## src/rtl/bcd_gray_sequencer_pkg.sv

```systemverilog
// Shared types and constants for the multi-digit BCD-to-Gray sequencer.
package bcd_gray_sequencer_pkg;

    // Controller states: waiting for a word, converting digits, holding result.
    typedef enum logic [1:0] {
        ST_IDLE = 2'd0,
        ST_CONV = 2'd1,
        ST_DONE = 2'd2
    } seq_state_t;

    localparam int unsigned DIGIT_W = 4;
    localparam logic [3:0]  BCD_MAX = 4'd9;

endpackage : bcd_gray_sequencer_pkg

```

## src/rtl/bcd_gray_sequencer_gray_digit_conv.sv

```systemverilog
// Single-digit converter: 4-bit binary to Gray, plus a flag for values above 9.
module gray_digit_conv
    import bcd_gray_sequencer_pkg::*;
(
    input  logic [3:0] bcd_digit,
    output logic [3:0] gray_digit,
    output logic       invalid
);

    // Gray code is the value XORed with itself shifted right by one bit.
    always_comb begin
        gray_digit = bcd_digit ^ {1'b0, bcd_digit[3:1]};
        invalid    = (bcd_digit > BCD_MAX);
    end

endmodule : gray_digit_conv

```

## src/rtl/bcd_gray_sequencer.sv

```systemverilog
// Multi-digit BCD-to-Gray controller: one shared digit converter is stepped
// across the captured word, LSD first, one digit per clock.
module bcd_gray_sequencer #(
    parameter int NUM_DIGITS = 4
) (
    input  logic                    clk,
    input  logic                    rst_n,
    input  logic                    in_valid,
    output logic                    in_ready,
    input  logic [4*NUM_DIGITS-1:0] in_bcd,
    output logic                    out_valid,
    input  logic                    out_ready,
    output logic [4*NUM_DIGITS-1:0] out_gray,
    output logic [NUM_DIGITS-1:0]   out_err,
    output logic                    busy,
    input  logic                    flush
);

    import bcd_gray_sequencer_pkg::*;

    localparam int IDX_W  = (NUM_DIGITS > 1) ? $clog2(NUM_DIGITS) : 1;
    localparam int WORD_W = 4 * NUM_DIGITS;
    localparam logic [IDX_W-1:0] LAST_IDX = IDX_W'(NUM_DIGITS - 1);

    seq_state_t              state_q, state_d;
    logic [IDX_W-1:0]        idx_q, idx_d;
    logic [WORD_W-1:0]       word_q, word_d;
    logic [WORD_W-1:0]       gray_q, gray_d;
    logic [NUM_DIGITS-1:0]   err_q, err_d;

    logic [3:0]              cur_digit;
    logic [3:0]              cur_gray;
    logic                    cur_invalid;

    // Select the digit addressed by the index from the captured word.
    always_comb begin
        cur_digit = '0;
        for (int unsigned i = 0; i < NUM_DIGITS; i++) begin
            if (idx_q == IDX_W'(i)) begin
                cur_digit = word_q[DIGIT_W*i +: DIGIT_W];
            end
        end
    end

    gray_digit_conv u_conv (
        .bcd_digit  (cur_digit),
        .gray_digit (cur_gray),
        .invalid    (cur_invalid)
    );

    // Next-state and datapath update; flush overrides every handshake.
    always_comb begin
        state_d = state_q;
        idx_d   = idx_q;
        word_d  = word_q;
        gray_d  = gray_q;
        err_d   = err_q;
        if (flush) begin
            state_d = ST_IDLE;
            idx_d   = '0;
        end else begin
            case (state_q)
                ST_IDLE: begin
                    if (in_valid) begin
                        word_d  = in_bcd;
                        gray_d  = '0;
                        err_d   = '0;
                        idx_d   = '0;
                        state_d = ST_CONV;
                    end
                end
                ST_CONV: begin
                    for (int unsigned i = 0; i < NUM_DIGITS; i++) begin
                        if (idx_q == IDX_W'(i)) begin
                            gray_d[DIGIT_W*i +: DIGIT_W] = cur_gray;
                            err_d[i]                     = cur_invalid;
                        end
                    end
                    if (idx_q == LAST_IDX) begin
                        idx_d   = '0;
                        state_d = ST_DONE;
                    end else begin
                        idx_d = idx_q + IDX_W'(1);
                    end
                end
                ST_DONE: begin
                    if (out_ready) begin
                        state_d = ST_IDLE;
                    end
                end
                default: begin
                    state_d = ST_IDLE;
                    idx_d   = '0;
                end
            endcase
        end
    end

    // State and datapath registers with asynchronous active-low reset.
    always_ff @(posedge clk or negedge rst_n) begin
        if (!rst_n) begin
            state_q <= ST_IDLE;
            idx_q   <= '0;
            word_q  <= '0;
            gray_q  <= '0;
            err_q   <= '0;
        end else begin
            state_q <= state_d;
            idx_q   <= idx_d;
            word_q  <= word_d;
            gray_q  <= gray_d;
            err_q   <= err_d;
        end
    end

    assign in_ready  = (state_q == ST_IDLE);
    assign out_valid = (state_q == ST_DONE);
    assign busy      = (state_q != ST_IDLE);
    assign out_gray  = gray_q;
    assign out_err   = err_q;

endmodule : bcd_gray_sequencer

```

## config.mk

```make
export PLATFORM = sky130hd
export DESIGN_NAME = bcd_gray_sequencer
export DESIGN_NICKNAME = d
export VERILOG_FILES = /design/src/rtl/bcd_gray_sequencer_pkg.sv /design/src/rtl/bcd_gray_sequencer_gray_digit_conv.sv /design/src/rtl/bcd_gray_sequencer.sv
export SDC_FILE = /design/constraint.sdc
export NUM_CORES = 1
export LEC_CHECK = 0
export ABC_AREA = 1
export BUFFER_PORTS_ARGS = -buffer_cell sky130_fd_sc_hd__buf_2
export CAP_MARGIN = 20
export CORE_ASPECT_RATIO = 1.1
export CORE_MARGIN = 4
export CORE_UTILIZATION = 30
export DETAILED_ROUTE_END_ITERATION = 10
export PLACE_DENSITY = 0.48
export SKIP_CTS_REPAIR_TIMING = 1
export SLEW_MARGIN = 5
export SYNTH_ARGS = -nofsm -noshare
export SYNTH_HDL_FRONTEND = slang
export SYNTH_SLANG_ARGS = --single-unit
export TNS_END_PERCENT = 100
```

## constraint.sdc

```tcl
create_clock -name clk -period 2 [get_ports clk]
set_input_delay 0.6 -clock clk [delete_from_list [all_inputs] [get_ports clk]]
set_output_delay 0.6 -clock clk [all_outputs]
set_load 0.01 [all_outputs]
```

After elaboration in Yosys (flattened, before gate mapping):

Cells that the tools add are included.

* add/sub/neg operators: 1
* multipliers: 0
* divide/modulo/power cells: 0
* magnitude comparators: 1
* equal/unequal tests: 14
* shift operators: 0
* muxes and demuxes: 25
* bitwise operators: 2
* reduce and logical (&&, ||, !) cells: 11

Operator list (number)
* 4-bit two-way mux: 9
* 16-bit one-hot mux with 2 select lines: 1
* 16-bit two-way mux: 1
* 4-bit AND reduction: 4
* 2-bit two-way mux: 7
* 2-bit one-hot mux with 3 select lines: 2
* 2-bit inequality test, second input constant: 5
* 4-bit one-hot mux with 2 select lines: 1
* 2-bit equality test, second input constant: 3
* 3-bit AND reduction: 2
* 2-bit by 1-bit equality test with 1-bit output, second input constant: 2
* 4-bit greater-than comparator, second input constant: 1
* 2-bit zero test: 2
* 1-bit two-way mux: 4
* 2-bit nonzero test: 2
* 4-bit by 3-bit bitwise XOR with 4-bit output: 1
* 3-bit by 1-bit inequality test with 1-bit output, second input constant: 1
* 3-bit by 2-bit inequality test with 1-bit output, second input constant: 1
* 3-bit inequality test, second input constant: 1
* 2-bit by 1-bit adder with 2-bit output, second input constant: 1
* 2-bit by 1-bit inequality test with 1-bit output, second input constant: 1
* 2-bit AND reduction: 1
* 1-bit NOT: 1

* register bits after elaboration: 40
* latch bits: 0
* memory bits (writable): 0
* ROM bits: 0
* input bits: 21
* output and inout port bits: 23
* logic and storage cells: 65
* memories: 0

Depth between registers and ports, before layout:

Gate-level depths: netlist of the first run.

* word-level depth: 8
* gate-level depth with buffers: 13
* mapped depth without buffers: 13

Modules after synthesis:

From an unflattened synthesis of the first run, not the netlist that was laid out.

* cell total of the unflattened synthesis: 250
* area, all modules: 2088.3 sq um

By module, submodules not included
* bcd_gray_sequencer: times used 1, cells an instance 234, area an instance 1983.2 sq um, sequential area each 1001.0 sq um
* gray_digit_conv: times used 1, cells an instance 16, area an instance 105.1 sq um, sequential area each 0.0 sq um

Least setup slack after synthesis of the first run:

No wires, ideal clock.

* path kind: reg-to-reg
* start: reg idx_q[0]
* end: reg err_q[0], in the netlist out_err[0]
* setup time: 0.065 ns
* arrival time: 1.898 ns
* data required time: 1.935 ns
* path slack: 0.037 ns
* cell stages (with the launch flop): 12
* buffers on the path: 0
* clock period less this slack: 1.963 ns
* cell sequence: dfrtp_1 inv_1 ha_1 inv_1 nand2_1 a31oi_1 o21ai_1 ha_1 a21oi_1 a211oi_4 nand2_1 nand2_1

* longest elaborated chain between the ends: 8
* elaborated cells on any way between the ends: 13
* classes of those cells: 1 x order compare; 4 x eq/ne; 6 x mux; 2 x reduce/logical

Ends and longest elaborated chain
* from (decl): RTL line bcd_gray_sequencer.sv:26 `logic [IDX_W-1:0] idx_q, idx_d;`
* from (signal assigned): RTL line bcd_gray_sequencer.sv:109 `idx_q <= idx_d;`
* 2-bit zero test: RTL line bcd_gray_sequencer.sv:39, bcd_gray_sequencer.sv:74
* 4-bit two-way mux (4 in a row): RTL line bcd_gray_sequencer.sv:39 `if (idx_q == IDX_W'(i)) begin`
* 4-bit greater-than comparator: RTL line bcd_gray_sequencer_gray_digit_conv.sv:13 `invalid = (bcd_digit > BCD_MAX);`
* 1-bit two-way mux: RTL line bcd_gray_sequencer.sv:74 `if (idx_q == IDX_W'(i)) begin`
* 4-bit one-hot mux with 2 select lines: RTL line bcd_gray_sequencer.sv:62 `case (state_q)`
* to (signal assigned): RTL line bcd_gray_sequencer.sv:112 `err_q <= err_d;`
* to (decl): RTL line bcd_gray_sequencer.sv:29 `logic [NUM_DIGITS-1:0] err_q, err_d;`

Several ways; a longest one is shown, not always the timed one. The select of a mux whose other input is x is not followed.
A chain may end at the register's enable or synchronous reset.

Final worst setup path of the first run:

* start: reg idx_q[0]
* end: reg err_q[2], in the netlist out_err[2]

* longest elaborated chain between the ends: 8
* elaborated cells on any way between the ends: 13
* classes of those cells: 1 x order compare; 4 x eq/ne; 6 x mux; 2 x reduce/logical

Ends and longest elaborated chain (RTL line)
* 2-bit zero test: bcd_gray_sequencer.sv:39
* 4-bit two-way mux (4 in a row): bcd_gray_sequencer.sv:39
* 4-bit greater-than comparator: bcd_gray_sequencer_gray_digit_conv.sv:13
* 1-bit two-way mux: bcd_gray_sequencer.sv:74
* 4-bit one-hot mux with 2 select lines: bcd_gray_sequencer.sv:62

Several ways; a longest one is shown, not always the timed one. The select of a mux whose other input is x is not followed.

==> flow_metrics.py, run 1 <==
metrics = {
    "power": {
        "p_int_mw": 1.627,
        "power.static_leakage_nw": 1.424,
        "netSwitchingFraction_pct": 33.17,
        "peakVddDrop_v": 0.0004960,
        "clkPwrFrac_pct": 23.1,
        "p_comb_share_pct": 32.4,
        "p_sw_uw": 807.2,
        "p_per_area_mw_per_mm2": 923.2,
        "power_frac_seq_pct": 44.5,
    },
    "timing": {
        "fin_crit_sh_pct": 94.84,
        "fin_hold_ws_ns": 0.1956,
        "fmax_mhz": 527.2,
        "rsz0062_at_grt": "true",
        "slew_viol_final": 0,
        "setup_viol": 0,
        "worstMarginPinSlew_ns": 0.3389,
        "skew_ns": 0.006129,
        "hold_violations": 0,
        "slew-limit-headroom_pct": 77.41,
        "layout_min_cycle_time_ns": 1.897,
    },
    "run": {
        "cap_viol_max_count": 0,
    },
    "drt": {
        "viasPerCell": 4.411,
        "vias": 1566,
        "post-route-drc-count": 0,
        "ant_nets": 0,
        "wirelength_um": 4502,
        "dr.first_iter.drc_count": 19,
        "drt_first_pass_iters": 4,
        "wl_per_cell_um": 12.68,
    },
    "synthesis": {
        "yosysUniqueCellTypes": 25,
        "yosysTopAreaCell": "dfrtp_1",
        "netlist_area_sq_mm": 0.002051,
        "syn_inst": 212,
        "synth_flop_cell": "dfrtp_1",
        "syn_avg_cell_area_sq_um": 9.673,
        "async_flop_share_pct": 100.0,
        "synth.top_cell.area_share_pct": 48.81,
        "synth_seq_cells": 40,
        "synth_fp_nets": 241,
        "yosys_warnings": 0,
        "synth_edf_count": 0,
        "synth_sequential_area_ratio_pct": 48.81,
        "synth_area_leaders": "dfrtp_1 49%, nand2_1 13%, mux2_4 9.5%",
    },
    "clocking": {
        "clkSlewWorstSetupHoldPaths_ns": 0.08,
        "clk_latency_ns": 0.29,
        "cts_buffers": 5,
        "clock_sinks": 40,
        "cts_root_buf": "clkbuf_8",
        "h-tree-depth": 2,
        "cts_max_path_buffers": 2,
        "tritoncts": "built",
    },
    "finish": {
        "drive_gt1_share_pct": 43.22,
        "final-seq-area_sq_mm": 0.001002,
        "antenna_cells": 0,
        "filler_cell_count": 677,
        "final_core_util_pct": 39.75,
        "most-common-layout-cells": "70 x nand2_1, 43 x buf_2, 39 x dfrtp_1",
        "fin_nets": 301,
        "multiInputGateArea_sq_mm": 0.001005,
        "final_common_cell": "nand2_1",
        "area_delta_synth_final_pct": 28.55,
        "fin_cells": 355,
    },
    "worst_setup_path": {
        "path_cells": "buf_6 -> ha_4 -> nand2_1 -> nand2_2 -> a31oi_2 -> o21ai_2 -> ha_2 -> buf_6 -> a211oi_4 -> nand2_1 -> nand2_1",
        "startpoint_type": "flop",
        "rr_endpoint": "out_err[2]",
        "arrival_ns": 2.13,
        "cp.required_ns": 2.24,
        "reg2reg_slack_ns": 0.10,
        "r2r_start": "idx_q[0]",
        "reg2regPathDepth": 11,
        "max_stage_delay_ns": 0.44,
        "endpoint_kind": "flop",
        "crit_top_cell": "nand2_1",
        "path_class": "flop to flop",
        "cp_max_fo": 6,
        "crit_slowest_cell": "dfrtp_1",
    },
    "hold_path": {
        "hp-class": "input pin to asynchronous set/reset pin",
    },
    "floorplan": {
        "initial_core_util_pct": 30.92,
        "coreArea_sq_mm": 0.006633,
        "die_w_um": 86.83,
        "dieArea_sq_mm": 0.008224,
        "dieHeight_um": 94.72,
        "top_level_ports": 44,
        "rows": 31,
    },
    "place": {
        "gp_congestion": 0.8131,
        "hpwl_um": 3585,
        "port_buffers": 43,
        "dp_cells": 346,
    },
    "global_route": {
        "grt_pass1_wl_um": 7521,
        "grt_use_total_pct": 11.73,
        "grt_overflow": 0,
        "grt_pass1_vias": 1615,
        "antenna_found_initial": 0,
        "grt_start_max_net_pins": 21,
    },
    "run_status": {
        "status": "finished, final reports clean",
    },
}
[area by class of cell]
cell class,instances,area share (%)
Multi-Input combinational cell,144,38.11
Tap cell,82,3.892
Timing Repair Buffer,57,12.91
Sequential cell,40,38.02
Inverter,24,3.512
Clock inverter,1,0.2848
Clock buffer,7,3.275
[worst max-delay path by stage]
stage	from	endpoint	cells past startpoint
2_1_floorplan	idx_q[0]	out_err[0]	11
3_3_place_gp	idx_q[1]	out_gray[0]	11
3_5_place_dp	idx_q[1]	out_gray[0]	11
4_1_cts	idx_q[1]	out_gray[0]	11
5_1_grt	idx_q[0]	out_gray[6]	14
6_report	idx_q[0]	out_err[2]	11
[state kept, by name, indices dropped and copies added, names as in the netlist]
register / count
out_gray: 16
word_q: 16
out_err: 4
idx_q: 2
state_q: 2
[synthesized netlist by cell type (2+ instances only)]
library cell and count:
a21oi_1 10, buf_6 3, dfrtp_1 40, ha_1 8
inv_1 18, inv_2 6, mux2_4 13, nand2_1 72
nand3_1 8, nand4_1 4, nor2_1 8, nor2_4 5
o21ai_0 2, o21ai_2 4
[logic make-up (layout without fill, tap and decap cells)]
kind of cell               after synthesis  in the layout  share of synthesized area (%)
muxes                                   13             13                          9.518
DFF                                     40             40                          48.81
adders and majority gates                8              8                          4.881
buffers and inverters                   28             89                          6.284
AOI/OAI and AO/OA                       23             23                          8.176
and+or+nand+nor                        100            100                          22.33
[metal layers]
metal / share of wire (%) / track usage [%]
met1: 44 / 13.97
met2: 50 / 20.57
met3: 5.3 / 3.054
met4: 0.93 / 3.506
met5: 0 / 0
[worst max-delay path, delay by kind of cell, from the launching register on]
family,cells,cell delay (ns)
DFF,1,0.44
adders and majority gates,2,0.38
AOI/OAI and AO/OA,3,0.49
buffers and inverters,2,0.26
and+or+nand+nor,4,0.27
[power by group through the flow]
stage	sequential, mW	clock, mW	combinational, mW
after CTS	1.08	0.582	0.742
after floorplan	1.12	0	0.423
after global routing	1.10	0.609	0.885
after global placement	1.09	0	0.733
after detailed placement	1.10	0	0.739
final	1.08	0.562	0.789
[metrics by stage]
stage / setup TNS (ns) / total power [mW] / cell area, sq um / setup WS [ns]
after CTS: -1.128 / 2.406 / 2534 / -0.2136
after global routing: -0.1411 / 2.598 / 2636 / -0.02863
after detailed placement: -0.8523 / 1.837 / 2440 / -0.1764
after global placement: -0.6369 / 1.826 / 2440 / -0.1536
after floorplan: 0 / 1.541 / 2051 / 0.03677
final: 0 / 2.434 / 2636 / 0.1032
No activity file was read; power rests on OpenSTA's default activity.
==> inputs of run 2 (changes only) <==
- CTS_BUF_LIST: default -> sky130_fd_sc_hd__clkbuf_8
- GPL_ROUTABILITY_DRIVEN: default -> 0
- MAX_ROUTING_LAYER: default -> met4
==> run 2 against run 1 <==
Net effect: global-route usage is 0.34 points higher; fmax is 0.20% lower; sequential power hardly changed; critical endpoint is now out_gray[6]; final area stayed put; sequential share of layout area stayed put; hold slack better by 0.0031 ns; clock skew hardly changed; clock power is 1% lower; die area stayed put.
==> flow_metrics.py, run 2 (synthesis results as in run 1) <==
metrics = {
    "timing": {
        "rsz0062_at_grt": "true",
        "layout_min_cycle_time_ns": 1.901,
        "skew_ns": 0.005871,
        "fmax_mhz": 526.2,
        "hold_violations": 0,
        "fin_crit_sh_pct": 95.03,
        "setup_ws_ns": 0.09944,
        "setup_viol": 0,
        "slew-limit-headroom_pct": 76.99,
        "worstMarginPinSlew_ns": 0.3452,
        "slew_viol_final": 0,
    },
    "finish": {
        "final_core_util_pct": 39.75,
        "area_delta_synth_final_pct": 28.55,
        "fin_nets": 301,
        "fin_area_sq_mm": 0.002636,
        "drive_gt1_share_pct": 43.22,
        "most-common-layout-cells": "70 x nand2_1, 43 x buf_2, 39 x dfrtp_1",
        "antenna_cells": 0,
        "final_common_cell": "nand2_1",
    },
    "power": {
        "peakVddDrop_v": 0.0004953,
        "power.static_leakage_nw": 1.428,
        "power_mw": 2.429,
        "p_per_area_mw_per_mm2": 921.2,
    },
    "place": {
        "pre_cts_ws_ns": -0.1764,
        "hpwl_um": 3585,
        "dpl-instance-area_sq_mm": 0.002440,
        "port_buffers": 43,
    },
    "clocking": {
        "h-tree-depth": 2,
        "cts_max_path_buffers": 2,
        "cts_root_buf": "clkbuf_8",
        "clock_sinks": 40,
        "tritoncts": "built",
        "cts_buffers": 5,
        "clk_latency_ns": 0.29,
        "clkSlewWorstSetupHoldPaths_ns": 0.08,
    },
    "drt": {
        "drt_first_pass_iters": 4,
        "viasPerCell": 4.369,
        "wl_per_cell_um": 12.71,
        "dr.first_iter.drc_count": 13,
        "wirelength_um": 4512,
        "vias": 1551,
        "post-route-drc-count": 0,
        "ant_nets": 0,
    },
    "floorplan": {
        "die_w_um": 86.83,
        "rows": 31,
        "top_level_ports": 44,
        "initial_core_util_pct": 30.92,
        "dieArea_sq_mm": 0.008224,
        "dieHeight_um": 94.72,
        "coreArea_sq_mm": 0.006633,
    },
    "worst_setup_path": {
        "arrival_ns": 2.09,
        "setup.worst_path.end": "out_gray[6]",
        "cp.required_ns": 2.19,
        "timing.critical_path.from": "idx_q[0]",
        "endpoint_kind": "flop",
        "reg2reg_slack_ns": 0.1,
        "r2r_start": "idx_q[0]",
        "path_class": "flop to flop",
        "startpoint_type": "flop",
        "cp_max_fo": 6,
        "reg2regPathDepth": 14,
        "rr_endpoint": "out_gray[6]",
    },
    "global_route": {
        "grt_pass1_wl_um": 7514,
        "grt_pass1_vias": 1615,
        "antenna_found_initial": 0,
        "grt_start_max_net_pins": 21,
        "grt_overflow": 0,
        "grt_use_total_pct": 12.07,
    },
    "run": {
        "cap_viol_max_count": 0,
    },
    "hold_path": {
        "hp-class": "input pin to asynchronous set/reset pin",
    },
    "run_status": {
        "status": "finished, final reports clean",
    },
}
-- run 2: area by class of cell --
type | instances | area (sq um)
fillers | 677 | 3996
multi-input cells | 144 | 1005
flip-flops and latches | 40 | 1002
repair buffers | 57 | 340.3
well taps | 82 | 102.6
inverters | 24 | 92.59
clock buffers | 6 | 82.58
clock inverters | 2 | 11.26
-- run 2: worst min-delay path by stage --
stage                     cells after the start          from  slack (ns)      endpoint
final                                         1         rst_n        0.20  out_gray[11]
after global routing                          1         rst_n        0.21   out_gray[6]
after CTS                                     1         rst_n        0.20   out_gray[6]
after detailed placement                      2  out_gray[12]        0.45  out_gray[12]
after global placement                        2  out_gray[14]        0.45  out_gray[14]
after floorplan                               0         rst_n        0.30      idx_q[0]
-- run 2: where the power goes --
part	total (mW)	leakage [nW]	internal [mW]	switching [mW]
Clock	0.556	0.0486	0.275	0.281
Sequential	1.08	0.507	0.978	0.104
Combinational	0.790	0.872	0.368	0.422
-- run 2: stage by stage --
stage | hold slack [ns] | setup TNS (ns) | instances
finish | 0.1987 | 0 | 355
global placement | 0.4531 | -0.6369 | 346
detailed placement | 0.4543 | -0.8523 | 346
floorplan | 0.3044 | 0 | 212
global route | 0.2105 | -0.1411 | 355
CTS | 0.2027 | -1.126 | 354
-- run 2: routing by layer --
metal / vias to the layer above / GRT usage (%) / share of wire, %
li1: 795 / - / -
met1: 715 / 13.97 / 44
met2: 33 / 20.57 / 49
met3: 8 / 3.054 / 5.1
met4: 0 / 3.506 / 1.2
met5: - / - / 0
-- run 2: critical path, cell delays in order (launching register included) --
cell and delay [ns]:
dfrtp_1 0.43, buf_6 0.14, ha_4 0.17, inv_2 0.08
nand2_1 0.06, nand3_1 0.06, nand2_1 0.06, nand2_2 0.08
inv_1 0.06, ha_1 0.28, inv_1 0.05, nor2_1 0.04
buf_4 0.15, nand2_1 0.07, nand2_1 0.05
==> inputs of run 3 (changes only) <==
- CAP_MARGIN: 20 -> 15
- SYNTH_HIERARCHICAL: default -> 1
==> run 3 against run 2 <==
Net effect: the run now ends with negative setup slack left; hold slack gained 0.067 ns; non-clock buffer count grew 4; sequential cell count is the same; register-to-register slack worse by 0.14 ns; sequential power barely moved; sequential share of layout area shrank 1.3 points; critical path depth is 1 higher; setup slack worse by 0.14 ns; clock power fell by 3%; first-iteration DRC count grew to 4.6 times the previous value; area after synthesis is 1.8% higher; largest power group unchanged.
==> flow_metrics.py, run 3 <==
metrics = {
    "run_status": {
        "status": "finished, violations left",
        "violations": "negative setup slack",
    },
    "timing": {
        "fin_hold_ws_ns": 0.2659,
        "fmax_mhz": 489.7,
        "hold_violations": 0,
        "setup_ws_ns": -0.04187,
        "rsz0062_at_grt": "true",
        "slew-limit-headroom_pct": 63.33,
        "fin_crit_sh_pct": 102.1,
        "setup_viol": 4,
        "layout_min_cycle_time_ns": 2.042,
        "slew_viol_final": 0,
        "worstMarginPinSlew_ns": 0.5488,
        "skew_ns": 0.005549,
    },
    "finish": {
        "final_common_cell": "nand2_1",
        "drive_gt1_share_pct": 40.89,
        "most-common-layout-cells": "76 x nand2_1, 43 x buf_2, 39 x dfrtp_1",
        "fin_cells": 395,
        "fin_nets": 341,
        "antenna_cells": 0,
        "area_delta_synth_final_pct": 30.68,
    },
    "floorplan": {
        "dieHeight_um": 95.51,
        "rows": 31,
        "initial_core_util_pct": 31.30,
        "top_level_ports": 44,
        "dieArea_sq_mm": 0.008361,
        "coreArea_sq_mm": 0.006671,
        "die_w_um": 87.55,
    },
    "place": {
        "hpwl_um": 3597,
        "dp_cells": 384,
        "port_buffers": 43,
    },
    "drt": {
        "post-route-drc-count": 0,
        "dr.first_iter.drc_count": 60,
        "ant_nets": 0,
        "drt_first_pass_iters": 4,
        "wirelength_um": 4815,
        "viasPerCell": 4.347,
        "wl_per_cell_um": 12.19,
        "vias": 1717,
    },
    "global_route": {
        "antenna_found_initial": 0,
        "grt_pass1_vias": 1702,
        "grt_start_max_net_pins": 34,
        "grt_overflow": 0,
        "grt_pass1_wl_um": 7948,
        "grt_use_total_pct": 12.38,
    },
    "hold_path": {
        "hp-class": "input pin to asynchronous set/reset pin",
    },
    "power": {
        "power_mw": 2.373,
        "power.static_leakage_nw": 1.511,
        "peakVddDrop_v": 0.0004525,
        "p_per_area_mw_per_mm2": 869.6,
    },
    "clocking": {
        "tritoncts": "built",
        "cts_max_path_buffers": 2,
        "clock_sinks": 40,
        "cts_buffers": 5,
        "clk_latency_ns": 0.28,
        "clkSlewWorstSetupHoldPaths_ns": 0.07,
        "cts_root_buf": "clkbuf_8",
        "h-tree-depth": 2,
    },
    "synthesis": {
        "yosysMostFrequentCell": "nand2_1",
        "netlist_area_sq_mm": 0.002088,
        "async_flop_share_pct": 100.0,
        "yosys_warnings": 6,
        "yosysUniqueCellTypes": 18,
        "syn_avg_cell_area_sq_um": 8.353,
        "synth_seq_cells": 40,
        "yosysTopAreaCell": "dfrtp_1",
        "synth_fp_nets": 279,
        "synth_flop_cell": "dfrtp_1",
        "yosys-top-cells-count": "83 x nand2_1, 40 x dfrtp_1, 39 x inv_1",
        "syn_inst": 250,
        "synth.top_cell.area_share_pct": 47.93,
        "synth_edf_count": 0,
        "synth_area_leaders": "dfrtp_1 48%, nand2_1 15%, inv_1 7.0%",
        "synth_sequential_area_ratio_pct": 47.93,
    },
    "worst_setup_path": {
        "max_stage_delay_ns": 0.43,
        "path_buf_inv": 5,
        "arrival_ns": 2.26,
        "startpoint_type": "flop",
        "cp.required_ns": 2.22,
        "path_class": "flop to flop",
        "path_cells": "inv_2 -> buf_6 -> ha_4 -> nand3_2 -> nand2_2 -> nand2_2 -> a21oi_2 -> buf_4 -> ha_2 -> inv_2 -> a21oi_2 -> inv_2 -> nor2_4 -> nand3_1 -> nand2_1",
        "reg2reg_slack_ns": -0.04,
        "crit_top_cell": "inv_2",
        "cp_max_fo": 5,
        "crit_slowest_cell": "dfrtp_1",
        "endpoint_kind": "flop",
        "critPathTopFamily": "simple AND/OR/NAND/NOR gates",
    },
    "run": {
        "cap_viol_max_count": 0,
    },
}
[run 3: cell count changes in the layout (fill, tap and decap cells not counted), moves of 3 or more]
cell and delta:
a21oi_1 -3, buf_4 +5, inv_1 +15, mux2_4 -13
nand2_1 +6, nand2_2 +7, nand3_1 +11, nand3_2 +6
nor2_1 +3, nor2_4 -4, o21ai_2 +11
[run 3: cell families after synthesis]
logic type	count (synthesis)	share of synthesized area [%]
xor+xnor	1	0.4195
buf+inv	45	10.07
compound gates	27	9.886
simple gates	129	26.90
fa+ha+maj	8	4.793
flops	40	47.93
[run 3: through the flow]
stage / area (sq um) / util, % / TNS, ns / worst slack [ns]
after floorplan: 2092 / - / 0 / 0.02220
after global placement: 2471 / 37.04 / -0.5976 / -0.1281
after detailed placement: 2471 / 37.04 / -1.068 / -0.1899
after CTS: 2561 / 38.39 / -1.388 / -0.2110
after global routing: 2729 / 40.90 / -2.656 / -0.1945
final: 2729 / 40.90 / -0.1412 / -0.04187
[run 3: worst paths after layout]
path                              from            to  depth (start not counted)
setup / recovery              idx_q[1]    out_err[0]                         15
hold / removal                   rst_n  out_gray[14]                          1
setup reg to reg              idx_q[1]    out_err[0]                         15
hold reg to reg            out_gray[1]   out_gray[1]                          2
max in group asynchronous        rst_n     word_q[9]                          2
min in group clk           out_gray[1]   out_gray[1]                          2
[run 3: cell type report]
| type | instances | area, sq um |
|---|---|---|
| Fill cell | 719 | 3943 |
| Multi-Input combinational cell | 165 | 1021 |
| Sequential cell | 40 | 1002 |
| Timing Repair Buffer | 61 | 366.6 |
| Inverter | 39 | 146.4 |
| Tap cell | 82 | 102.6 |
| Clock buffer | 6 | 82.58 |
| Clock inverter | 2 | 7.507 |
[run 3: power by group]
part | switching (mW) | internal, mW
clock | 0.267 | 0.271
sequential | 0.0950 | 0.958
combinational | 0.434 | 0.347
[run 3: per-layer routing]
metal  vias up  wire length [um]  part of all wire (%)  track usage (%)
met2        48              2158                    45            19.47
li1        901                 -                     -                -
met5         -                 0                     0                -
met4         0               113                   2.3            4.092
met3        11               271                   5.6            2.766
met1       757              2272                    47            15.77
